===== src/rtl/fetch_unit.sv =====
// Instruction fetch unit: one outstanding word read at a time, results queued
// in a small {pc, instruction} prefetch FIFO drained by decode; redirects flush it.
module fetch_unit #(
    parameter int  MEM_DEPTH  = 8,
    parameter int  DATA_WIDTH = 32,
    parameter int  BUF_DEPTH  = 4,
    parameter int  RESET_PC   = 0,
    localparam int ADDR_WIDTH = (MEM_DEPTH > 1) ? $clog2(MEM_DEPTH) : 1,
    localparam int CNT_WIDTH  = $clog2(BUF_DEPTH + 1)
) (
    input  logic                  clk,
    input  logic                  reset,
    output logic [ADDR_WIDTH-1:0] mem_addr,
    output logic                  mem_req_valid,
    output logic                  mem_we,
    input  logic [DATA_WIDTH-1:0] mem_rdata,
    input  logic                  mem_rdata_valid,
    input  logic                  redirect_valid,
    input  logic [ADDR_WIDTH-1:0] redirect_pc,
    output logic                  instr_valid,
    output logic [DATA_WIDTH-1:0] instr_data,
    output logic [ADDR_WIDTH-1:0] instr_pc,
    input  logic                  instr_ready,
    output logic [CNT_WIDTH-1:0]  buf_count
);

    localparam int PTR_WIDTH = (BUF_DEPTH > 1) ? $clog2(BUF_DEPTH) : 1;

    typedef enum logic {S_REQ, S_WAIT} state_t;

    state_t                state, state_next;
    logic [ADDR_WIDTH-1:0] pc;
    logic                  drop;
    logic [PTR_WIDTH-1:0]  rd_ptr, wr_ptr;
    logic [CNT_WIDTH-1:0]  count;
    logic [ADDR_WIDTH-1:0] buf_pc   [BUF_DEPTH];
    logic [DATA_WIDTH-1:0] buf_data [BUF_DEPTH];

    logic issue, push, pop;

    function automatic logic [PTR_WIDTH-1:0] ptr_inc(input logic [PTR_WIDTH-1:0] p);
        return (p == PTR_WIDTH'(BUF_DEPTH - 1)) ? '0 : p + 1'b1;
    endfunction

    function automatic logic [ADDR_WIDTH-1:0] pc_inc(input logic [ADDR_WIDTH-1:0] p);
        return (p == ADDR_WIDTH'(MEM_DEPTH - 1)) ? '0 : p + 1'b1;
    endfunction

    // Redirect overrides issue, push and pop in the same cycle.
    always_comb begin
        issue = (state == S_REQ) && !redirect_valid && (count < CNT_WIDTH'(BUF_DEPTH));
        push  = (state == S_WAIT) && mem_rdata_valid && !drop && !redirect_valid;
        pop   = (count != '0) && instr_ready && !redirect_valid;
    end

    // NOTE: sequential state uses non-blocking assignments so every register samples pre-edge values.
    always_ff @(posedge clk or posedge reset) begin
        if (reset) begin
            state <= S_REQ;
        end else begin
            state <= state_next;
        end
    end

    // NOTE: every combinational output gets a default first so no latch is inferred.
    always_comb begin
        state_next = state;
        case (state)
            S_REQ:   if (issue) state_next = S_WAIT;
            S_WAIT:  if (mem_rdata_valid) state_next = S_REQ;
            default: state_next = S_REQ;
        endcase
    end

    always_comb begin
        mem_req_valid = (state == S_WAIT);
        mem_we        = 1'b0;
    end

    always_ff @(posedge clk or posedge reset) begin
        if (reset) begin
            pc       <= ADDR_WIDTH'(RESET_PC);
            mem_addr <= '0;
            drop     <= 1'b0;
            rd_ptr   <= '0;
            wr_ptr   <= '0;
            count    <= '0;
        end else begin
            if (issue) mem_addr <= pc;
            if (redirect_valid) begin
                pc     <= redirect_pc;
                rd_ptr <= '0;
                wr_ptr <= '0;
                count  <= '0;
                // A response landing with the redirect is discarded now; otherwise squash it later.
                if (state == S_WAIT) drop <= !mem_rdata_valid;
            end else begin
                if (push) begin
                    wr_ptr <= ptr_inc(wr_ptr);
                    pc     <= pc_inc(pc);
                end
                if (pop) rd_ptr <= ptr_inc(rd_ptr);
                if (push && !pop)      count <= count + 1'b1;
                else if (pop && !push) count <= count - 1'b1;
                if ((state == S_WAIT) && mem_rdata_valid) drop <= 1'b0;
            end
        end
    end

    // NOTE: FIFO storage is not reset; count alone decides which entries are live.
    always_ff @(posedge clk) begin
        if (push) begin
            buf_pc[wr_ptr]   <= pc;
            buf_data[wr_ptr] <= mem_rdata;
        end
    end

    always_comb begin
        instr_valid = (count != '0);
        instr_data  = buf_data[rd_ptr];
        instr_pc    = buf_pc[rd_ptr];
        buf_count   = count;
    end

endmodule


===== config.mk =====
export PLATFORM = sky130hd
export DESIGN_NAME = fetch_unit
export DESIGN_NICKNAME = d
export VERILOG_FILES = /design/src/rtl/fetch_unit.sv
export SDC_FILE = /design/constraint.sdc
export NUM_CORES = 1
export LEC_CHECK = 0
export CAP_MARGIN = 40
export CELL_PAD_IN_SITES_DETAIL_PLACEMENT = 1
export CELL_PAD_IN_SITES_GLOBAL_PLACEMENT = 1
export CORE_UTILIZATION = 45
export DETAILED_ROUTE_END_ITERATION = 6
export PLACE_DENSITY = 0.78
export REMOVE_ABC_BUFFERS = 1
export SLEW_MARGIN = 20
export SYNTH_ARGS = -nofsm -noshare
export SYNTH_HDL_FRONTEND = slang
export SYNTH_SLANG_ARGS = --single-unit

===== constraint.sdc =====
create_clock -name clk -period 4.2 [get_ports clk]
set_input_delay 0.84 -clock clk [delete_from_list [all_inputs] [get_ports clk]]
set_output_delay 0.84 -clock clk [all_outputs]
set_load 0.05 [all_outputs]

==> results.ini, run 1 <==
[clocking]
cts-buffers-inserted=17
postCtsSetupBuffers=0
clkTransAtPathRegs_ns=0.06
ctsResizeCount=0
clk_latency_ns=0.42
max-clock-path-buffers=2
htree_num_levels=4
clock_sinks=155
cts_hold_buf=0
tritoncts=built
cts_root_buffer=clkbuf_16

[finish]
areaGrowthSynthToFinish_pct=27.2
nFillCells=1155
final_layout_size_suffix_gt1_share_pct=21.7
final_cells=559
multiInputGateArea_sq_mm=0.00125
insertedDiodeCount=0
num-nets-final=422
seq_area_sq_mm=0.00458

[worst_setup_path]
cp.buffers_inverters=2
critPathCaptureType=output pin
crit_arrival_ns=2.81
cp_top_family=buffers and inverters
worstPathRequired_ns=3.36
critPathMaxStageDelay_ns=0.73
crit_chain=buf_4 -> mux4_2 -> clkdlybuf4s50_1
cp-start-kind=register
worstSetupPathType=register to output pin
cpMaxStageDelayCell=dfrtp_2
crit_fanout=17

[power]
ir_drop_mv=0.394
powerDensity_mw_per_mm2=635
p_leak_uw=0.00249

[global_routing]
first_global_vias=3206
overflow=0
antenna_found_initial=1
grt_usage_pct=19.3
grt_pass1_wl_um=18300
grt_max_degree=30

[sta]
slew_viol_final=0
period_minus_slack_ns=3.65
rsz0062_at_grt=false
clock_skew_ns=0.00922
max_freq_ghz=0.274
setup_violations=0
finalCritPeriodShare_pct=87.0
slew_headroom_pct=59.1
worst_pin_slew_ns=0.613
hold_viol=0
tns_ns=0

[logic_synthesis]
netlist_area_sq_mm=0.00593
synth-seq-area-share_pct=77.2
synthFlopType=edfxtp_1
async_flop_share_pct=9.68
ys_ff_latch=155
synth_area_per_cell_sq_um=21.5
synth-edff-count=140
synth_cell_types=28
ys_warn_count=0
syn_inst=276

[drt]
drt_iter0_drc=260
postRouteWirelength_um=12000
first_pass_iters=6
drcViolationCount=0
wire_per_inst_um=21.5
final_antenna_net_count=0
via_per_inst=5.26
routed-via-count=2943

[floorplan]
coreArea_sq_mm=0.0127
io_pins=84
rows=41
initial_core_util_pct=46.6
die_x_um=117
die_area_sq_mm=0.0136
die_h_um=117

[run_status]
status=finished, final reports clean

[place]
dpl.cell_count=527
gp_congestion=0.753
numPortBuffers=82
hpwl_um=7780

[run]
maxCapViolCount=0

[min_path]
min_path_type=register to register

## kinds of logic (layout without fill, tap and decap cells)
kind of cell / Yosys count / in the layout / share of synthesized area [%]
flip-flops: 155 / 155 / 77.2
multiplexers: 40 / 40 / 14.2
AND/OR/NAND/NOR: 32 / 32 / 2.91
AO/OA/AOI/OAI: 19 / 19 / 1.75
buffers and inverters: 19 / 130 / 1.71
adder cells (fa/ha/maj): 8 / 8 / 1.82
XOR/XNOR: 2 / 2 / 0.296
other: 1 / 1 / 0.0633
## worst register-to-register path, cell delays in order (launching register included)
cell      delay, ns
dfrtp_1        0.39
nand3b_2       0.38
nor2_1         0.32
and2_2         0.39
buf_4          0.45
## cells in the final DEF (no fill, tap or decap), types with 6 or more instances in the layout
cell and n:
buf_4 9, a21oi_1 10, dfrtp_1 13, ha_1 7, mux4_2 35, nor3_1 6
nand2_1 7, clkdlybuf4s50_1 82, clkbuf_16 17, inv_1 6, edfxtp_1 140
## metrics by stage
| step | cell area, sq um | power (uW) | utilization [%] | hold WS (ns) | worst slack, ns |
|---|---|---|---|---|---|
| after floorplan | 5850 | 2910 | - | 0.497 | 1.02 |
| after detailed placement | 6980 | 3390 | 54.9 | 0.506 | 0.919 |
| after CTS | 7540 | 4840 | 59.3 | 0.528 | 0.466 |
| final | 7540 | 4790 | 59.3 | 0.527 | 0.546 |
| after global placement | 6960 | 3350 | 54.7 | 0.498 | 0.975 |
| after global routing | 7540 | 4970 | 59.3 | 0.544 | 0.364 |
## flip-flops by register name (all words and copies together) (netlist names)
name and flops:
mem_req_valid 1, buf_count 3, drop 1, buf_data 128
rd_ptr 2, wr_ptr 2, pc 3, buf_pc 12
mem_addr 3
## final timing paths
kind                                          from  cells after the start  slack, ns                        end
max in group asynchronous                    reset                      2       2.96      rd_ptr[0]$_DFFE_PP0P_
hold / removal             mem_addr[1]$_DFFE_PP0P_                      1       0.53    mem_addr[1]$_DFFE_PP0P_
min in group asynchronous                    reset                      2       0.80   buf_count[1]$_DFFE_PP0P_
hold reg to reg            mem_addr[1]$_DFFE_PP0P_                      1       0.53    mem_addr[1]$_DFFE_PP0P_
setup reg to reg                  drop$_DFFE_PP0P_                      4       1.90  buf_data[0][27]$_DFFE_PP_
setup / recovery             rd_ptr[0]$_DFFE_PP0P_                      3       0.55             instr_data[14]
## layer usage
| metal | GRT usage, % | vias up | wire (um) | share of wire [%] |
|---|---|---|---|---|
| met5 | 0 | - | 0 | 0 |
| met4 | 7.59 | 0 | 153 | 1.3 |
| met3 | 6.39 | 15 | 754 | 6.3 |
| met2 | 31.3 | 109 | 6000 | 50 |
| met1 | 24.3 | 1504 | 5090 | 42 |
| li1 | - | 1315 | - | - |
## cell usage after synthesis, drive strengths merged (2+ instances only)
| cell type | instances | area share (%) |
|---|---|---|
| inv | 6 | 0.38 |
| edfxtp | 140 | 71 |
| ha | 7 | 1.5 |
| nand3 | 2 | 0.17 |
| nor3 | 6 | 0.51 |
| xnor2 | 2 | 0.30 |
| o21ai | 5 | 0.42 |
| a21o | 2 | 0.25 |
| mux2i | 2 | 0.34 |
| mux4 | 35 | 13 |
| dfrtp | 15 | 6.3 |
| buf | 12 | 1.3 |
| or3 | 3 | 0.32 |
| nor2 | 5 | 0.32 |
| mux2 | 3 | 0.57 |
| and2 | 5 | 0.53 |
| nand2 | 8 | 0.63 |
| a21oi | 10 | 0.84 |
## area by class of cell
cell class              count  area share (%)
clock buffers              17            5.64
repair buffers             92            12.0
inverters                   6           0.299
flip-flops and latches    155            60.8
well taps                 172            2.85
multi-input cells         102            16.6
clock inverters            15            1.76
## where the power goes
part	switching (uW)	internal [uW]
registers	106	1780
clock network	580	859
logic	883	583
Power figures use the tool's default switching activity.
==> run 2: changes to the inputs <==
--- a/config.mk
+++ b/config.mk
@@ -8,9 +8,9 @@
 export CAP_MARGIN = 40
 export CELL_PAD_IN_SITES_DETAIL_PLACEMENT = 1
 export CELL_PAD_IN_SITES_GLOBAL_PLACEMENT = 1
-export CORE_UTILIZATION = 45
+export CORE_UTILIZATION = 42
 export DETAILED_ROUTE_END_ITERATION = 6
-export PLACE_DENSITY = 0.78
+export PLACE_DENSITY = 0.77
 export REMOVE_ABC_BUFFERS = 1
 export SLEW_MARGIN = 20
 export SYNTH_ARGS = -nofsm -noshare
==> constraint.sdc (replaced) <==
create_clock -name clk -period 3.35 [get_ports clk]
set_input_delay 0.67 -clock clk [delete_from_list [all_inputs] [get_ports clk]]
set_output_delay 0.67 -clock clk [all_outputs]
set_load 0.05 [all_outputs]
==> run 2 against run 1 <==
Effect of this change:
- setup slack got worse by 0.32 ns
- die area increased by 7.0%
- via count decreased by 1.5%
- hold slack got worse by 0.014 ns
- sequential share of layout area decreased by 1.5 points
- combinational power increased by 29%
- clock power increased by 53%
==> results.ini, run 2 (synthesis gave the netlist of run 1 again) <==
[drt]
postRouteWirelength_um=11800  ; -1.6%
final_antenna_net_count=0  ; unchanged
routed-via-count=2899  ; -1.5%
wire_per_inst_um=20.7  ; -3.3%
via_per_inst=5.09  ; -3.2%
drt_iter0_drc=126  ; -52%
first_pass_iters=4  ; -2
drcViolationCount=0  ; unchanged

[floorplan]
die_h_um=121  ; +3.5%
io_pins=84  ; unchanged
coreArea_sq_mm=0.0138  ; +8.7%
die_area_sq_mm=0.0146  ; +7.0%
die_x_um=121  ; +3.5%
rows=43  ; +4.9%
initial_core_util_pct=42.9  ; -3.7 points

[worst_setup_path]
worstReg2RegEnd=buf_count[2]$_DFFE_PP0P_
critPathCaptureType=output pin
r2r_cells=7  ; +3
critPathCapture=instr_data[3]
crit_arrival_ns=2.46  ; -0.35 ns
cp-startpoint=rd_ptr[0]$_DFFE_PP0P_
worstPathRequired_ns=2.68  ; -0.68 ns
crit-reg2reg-launch=buf_count[2]$_DFFE_PP0P_
rrSetupSlack_ns=1.09  ; -0.81 ns
cp-start-kind=register
crit_fanout=21  ; +4
worstSetupPathType=register to output pin

[clocking]
ctsResizeCount=0  ; unchanged
postCtsSetupBuffers=0  ; unchanged
clkTransAtPathRegs_ns=0.06  ; about the same
tritoncts=built
cts_root_buffer=clkbuf_16
cts_hold_buf=0  ; unchanged
max-clock-path-buffers=2  ; unchanged
htree_num_levels=4  ; unchanged
clk_latency_ns=0.42  ; about the same
cts-buffers-inserted=17  ; unchanged
clock_sinks=155  ; unchanged

[finish]
regMostFlops=buf_data
fin_util_pct=55.9  ; -3.3 points
final_common_cell=edfxtp_1
largest_registers=buf_data: 128 flops, buf_pc: 12 flops
nFillCells=1211  ; +4.8%
areaGrowthSynthToFinish_pct=30.5
final_cell_mix=edfxtp_1, clkdlybuf4s50_1, mux4_2
final_cells=569  ; +1.8%
final_layout_size_suffix_gt1_share_pct=22.1  ; +0.40 points
num-nets-final=424  ; +0.47%
largest_reg_flops=128  ; unchanged
insertedDiodeCount=0  ; unchanged

[sta]
slew_headroom_pct=56.9  ; -2.2 points
finalCritPeriodShare_pct=93.3
slew_viol_final=0  ; unchanged
worst_pin_slew_ns=0.646  ; +0.0327 ns
clock_skew_ns=0.00716  ; -0.00206 ns
tns_ns=0  ; unchanged
hold_viol=0  ; unchanged
max_freq_ghz=0.320
setup_violations=0  ; unchanged
period_minus_slack_ns=3.13
rsz0062_at_grt=false

[place]
numPortBuffers=82  ; unchanged
dpl.cell_count=537  ; +1.9%
hpwl_um=7180  ; -7.7%
gp_congestion=0.775  ; +2.9%

[global_routing]
grt_max_degree=31  ; +3.3%
grt_pass1_wl_um=18300  ; +0.19%
first_global_vias=3217  ; +0.34%
grt_usage_pct=17.8  ; -1.5 points
overflow=0  ; unchanged
antenna_found_initial=0  ; -1

[run_status]
status=finished, final reports clean

[power]
p_leak_uw=0.00257  ; +3.1%
powerDensity_mw_per_mm2=828  ; +30%
ir_drop_mv=0.570  ; +45%

[run]
maxCapViolCount=0  ; unchanged

[min_path]
min_path_type=register to register

-- run 2: cell types whose count changed in the layout (fill, tap and decap cells not counted), moves of 2 or more --
cell / change
buf_12: +4
bufinv_16: +5
clkinv_2: -3
buf_4: -2
clkinvlp_4: -2
-- run 2: worst max-delay path: stages, from the launching register on --
cell	delay [ns]
dfrtp_2	0.35
buf_4	0.35
mux4_2	0.60
clkdlybuf4s50_1	0.73
-- run 2: per-layer routing --
layer | global-route usage, % | share of wire [%] | vias to the layer above
li1 | - | - | 1317
met1 | 22.4 | 43 | 1493
met2 | 29.1 | 51 | 71
met3 | 4.86 | 4.3 | 18
met4 | 7.41 | 1.8 | 0
met5 | 0 | 0 | -
-- run 2: final cells by class --
cell class	instances	area (sq um)	share of cell area, %
clock inverters	14	249	3.22
multi-input cells	102	1250	16.2
clock buffers	18	429	5.55
inverters	6	22.5	0.291
well taps	180	225	2.91
repair buffers	94	973	12.6
flip-flops and latches	155	4580	59.2
-- run 2: how the worst min path moves through the flow --
stage                                  startpoint                       to  cells past startpoint
final                     mem_addr[2]$_DFFE_PP0P_  mem_addr[2]$_DFFE_PP0P_                      1
after floorplan                  drop$_DFFE_PP0P_         drop$_DFFE_PP0P_                      2
after global placement    mem_addr[2]$_DFFE_PP0P_  mem_addr[2]$_DFFE_PP0P_                      1
after detailed placement  mem_addr[2]$_DFFE_PP0P_  mem_addr[2]$_DFFE_PP0P_                      1
after global routing      mem_addr[2]$_DFFE_PP0P_  mem_addr[2]$_DFFE_PP0P_                      1
after CTS                 mem_addr[2]$_DFFE_PP0P_  mem_addr[2]$_DFFE_PP0P_                      1
-- run 2: through the flow --
step                hold slack, ns  area [sq um]  setup WS [ns]  power [uW]
finish                       0.514          7730          0.225        6410
global route                 0.538          7730          0.119        6640
CTS                          0.518          7730          0.185        6480
detailed placement           0.500          7060          0.592        4260
global placement             0.498          7060          0.635        4230
floorplan                    0.497          5850          0.336        3650
-- run 2: report_power, final --
| part | internal [uW] | leakage [uW] | switching [uW] |
|---|---|---|---|
| clock | 1460 | 0.000319 | 740 |
| combinational | 741 | 0.000798 | 1150 |
| sequential | 2230 | 0.00145 | 87.6 |
==> run 3: changes to the inputs <==
--- a/config.mk
+++ b/config.mk
@@ -8,9 +8,10 @@
 export CAP_MARGIN = 40
 export CELL_PAD_IN_SITES_DETAIL_PLACEMENT = 1
 export CELL_PAD_IN_SITES_GLOBAL_PLACEMENT = 1
+export CORE_MARGIN = 1
 export CORE_UTILIZATION = 42
 export DETAILED_ROUTE_END_ITERATION = 6
-export PLACE_DENSITY = 0.77
+export PLACE_DENSITY = 0.75
 export REMOVE_ABC_BUFFERS = 1
 export SLEW_MARGIN = 20
 export SYNTH_ARGS = -nofsm -noshare
==> constraint.sdc (replaced) <==
create_clock -name clk -period 2.7 [get_ports clk]
set_input_delay 0.54 -clock clk [delete_from_list [all_inputs] [get_ports clk]]
set_output_delay 0.54 -clock clk [all_outputs]
set_load 0.05 [all_outputs]
==> run 3 against run 2 <==
Effect of this change:
- die area stayed put
- utilization shrank 0.33 points
- via count up 0.21%
- critical path type unchanged
- global-route usage shrank 0.58 points
- cell count rose by 0.35%
- first-iteration DRC count grew 46%
- hold slack got worse by 0.017 ns
==> results.ini, run 3 (synthesis gave the netlist of run 1 again) <==
[clocking]
htree_num_levels=4  ; unchanged
ctsResizeCount=1  ; +1
tritoncts=built
postCtsSetupBuffers=0  ; unchanged
clkTransAtPathRegs_ns=0.06  ; about the same
cts_hold_buf=0  ; unchanged
max-clock-path-buffers=2  ; unchanged
clk_latency_ns=0.42  ; about the same
cts_root_buffer=clkbuf_16
cts-buffers-inserted=17  ; unchanged
clock_sinks=155  ; unchanged

[sta]
worst_pin_slew_ns=0.597  ; -0.0486 ns
max_freq_ghz=0.389
period_minus_slack_ns=2.57
finalCritPeriodShare_pct=95.2
rsz0062_at_grt=false
slew_viol_final=0  ; unchanged
hold_viol=0  ; unchanged
setup_violations=0  ; unchanged
slew_headroom_pct=60.1  ; +3.2 points
clock_skew_ns=0.00537  ; -0.00179 ns

[place]
hpwl_um=6970  ; -2.9%
gp_congestion=0.714  ; -7.8%
numPortBuffers=82  ; unchanged
dpl.cell_count=540  ; +0.56%

[power]
p_leak_uw=0.00262  ; +2.2%
powerDensity_mw_per_mm2=990  ; +19%
p_comb_share_pct=32.2  ; +2.7 points
clkPwrFrac_pct=29.4  ; -5.0 points
power.internal_uw=5140  ; +16%
power.share.sequential_pct=38.3  ; +2.1 points
power.switching_uw=2470  ; +25%
switching_share_pct=32.4  ; +1.6 points
ir_drop_mv=0.656  ; +15%

[global_routing]
first_global_vias=3223  ; +0.19%
overflow=0  ; unchanged
antenna_found_initial=0  ; unchanged
grt_pass1_wl_um=17700  ; -3.2%
grt_max_degree=36  ; +16%
grt_usage_pct=17.2  ; -0.58 points

[drt]
routed-via-count=2905  ; +0.21%
postRouteWirelength_um=11400  ; -3.7%
wire_per_inst_um=19.9  ; -4.0%
first_pass_iters=4  ; unchanged
final_antenna_net_count=0  ; unchanged
drt_iter0_drc=184  ; +46%
drcViolationCount=0  ; unchanged
via_per_inst=5.09  ; -0.14%

[finish]
insertedDiodeCount=0  ; unchanged
final_layout_size_suffix_gt1_share_pct=31.5  ; +9.3 points
final_cell_mix=edfxtp_1, clkdlybuf4s50_1, mux4_2
seq_area_sq_mm=0.00458  ; about the same
nFillCells=1246  ; +2.9%
final_cells=571  ; +0.35%
final_common_cell=edfxtp_1
num-nets-final=427  ; +0.71%
largest_reg_flops=128  ; unchanged
multiInputGateArea_sq_mm=0.00125  ; unchanged
largest_registers=buf_data: 128 flops, buf_pc: 12 flops
fin_util_pct=55.6  ; -0.33 points
regMostFlops=buf_data
areaGrowthSynthToFinish_pct=29.7

[run_status]
status=finished, final reports clean

[min_path]
min_path_type=input port to async pin

[run]
maxCapViolCount=0  ; unchanged

[worst_setup_path]
crit_arrival_ns=2.03  ; -0.43 ns
crit_fanout=16  ; -24%
worstPathRequired_ns=2.16  ; -0.52 ns
worstSetupPathType=register to output pin
critPathCaptureType=output pin
cp-start-kind=register

[floorplan]
die_h_um=121  ; unchanged
coreArea_sq_mm=0.0138  ; unchanged
initial_core_util_pct=42.9  ; unchanged
die_area_sq_mm=0.0146  ; unchanged
rows=43  ; unchanged
io_pins=84  ; unchanged
die_x_um=121  ; unchanged

## run 3: cell type report
cell class	count	area share, %
Clock buffer	18	5.58
Tap cell	180	2.93
Sequential cell	155	59.6
Timing Repair Buffer	97	13.6
Inverter	6	0.293
Multi-Input combinational cell	102	16.3
Clock inverter	13	1.64
## run 3: metal layers
metal / part of all wire [%] / track usage (%) / vias up
met5: 0 / 0 / -
met4: 1.3 / 6.48 / 0
met3: 4.7 / 5.52 / 11
met2: 53 / 29.1 / 75
met1: 41 / 20.6 / 1497
li1: - / - / 1322
## run 3: power groups by stage
stage                     Clock (uW)  Sequential, uW  Combinational [uW]
final                           2240            2920                2450
after global routing            2360            2940                2580
after CTS                       2290            2930                2490
after detailed placement           0            2970                2470
after global placement             0            2960                2440
after floorplan                    0            3170                1360
## run 3: metrics by stage
| stage | instance area, sq um | hold WS, ns | power (uW) | TNS, ns | setup WS [ns] |
|---|---|---|---|---|---|
| final | 7690 | 0.497 | 7610 | 0 | 0.128 |
| after global routing | 7690 | 0.531 | 7890 | 0 | 0.0302 |
| after CTS | 7690 | 0.514 | 7710 | 0 | 0.0163 |
| after detailed placement | 7130 | 0.500 | 5440 | 0 | 0.144 |
| after global placement | 7130 | 0.502 | 5400 | 0 | 0.208 |
| after floorplan | 5850 | 0.441 | 4530 | -6.44 | -0.184 |
## run 3: critical path: stages, from the launching register on
cell     delay, ns
dfrtp_4       0.61
buf_12        0.23
mux4_2        0.55
buf_4         0.21
## run 3: final timing paths
check                                              start                       end  slack, ns  cells after the start
worst max-delay path               rd_ptr[0]$_DFFE_PP0P_            instr_data[16]       0.13                      3
worst min-delay path                               reset          drop$_DFFE_PP0P_       0.50                      2
worst max register to register  buf_count[0]$_DFFE_PP0P_  buf_count[1]$_DFFE_PP0P_       0.44                      7
worst min register to register   mem_addr[2]$_DFFE_PP0P_   mem_addr[2]$_DFFE_PP0P_       0.51                      1
max in group asynchronous                          reset     rd_ptr[0]$_DFFE_PP0P_       1.76                      2
min in group clk                 mem_addr[2]$_DFFE_PP0P_   mem_addr[2]$_DFFE_PP0P_       0.51                      1
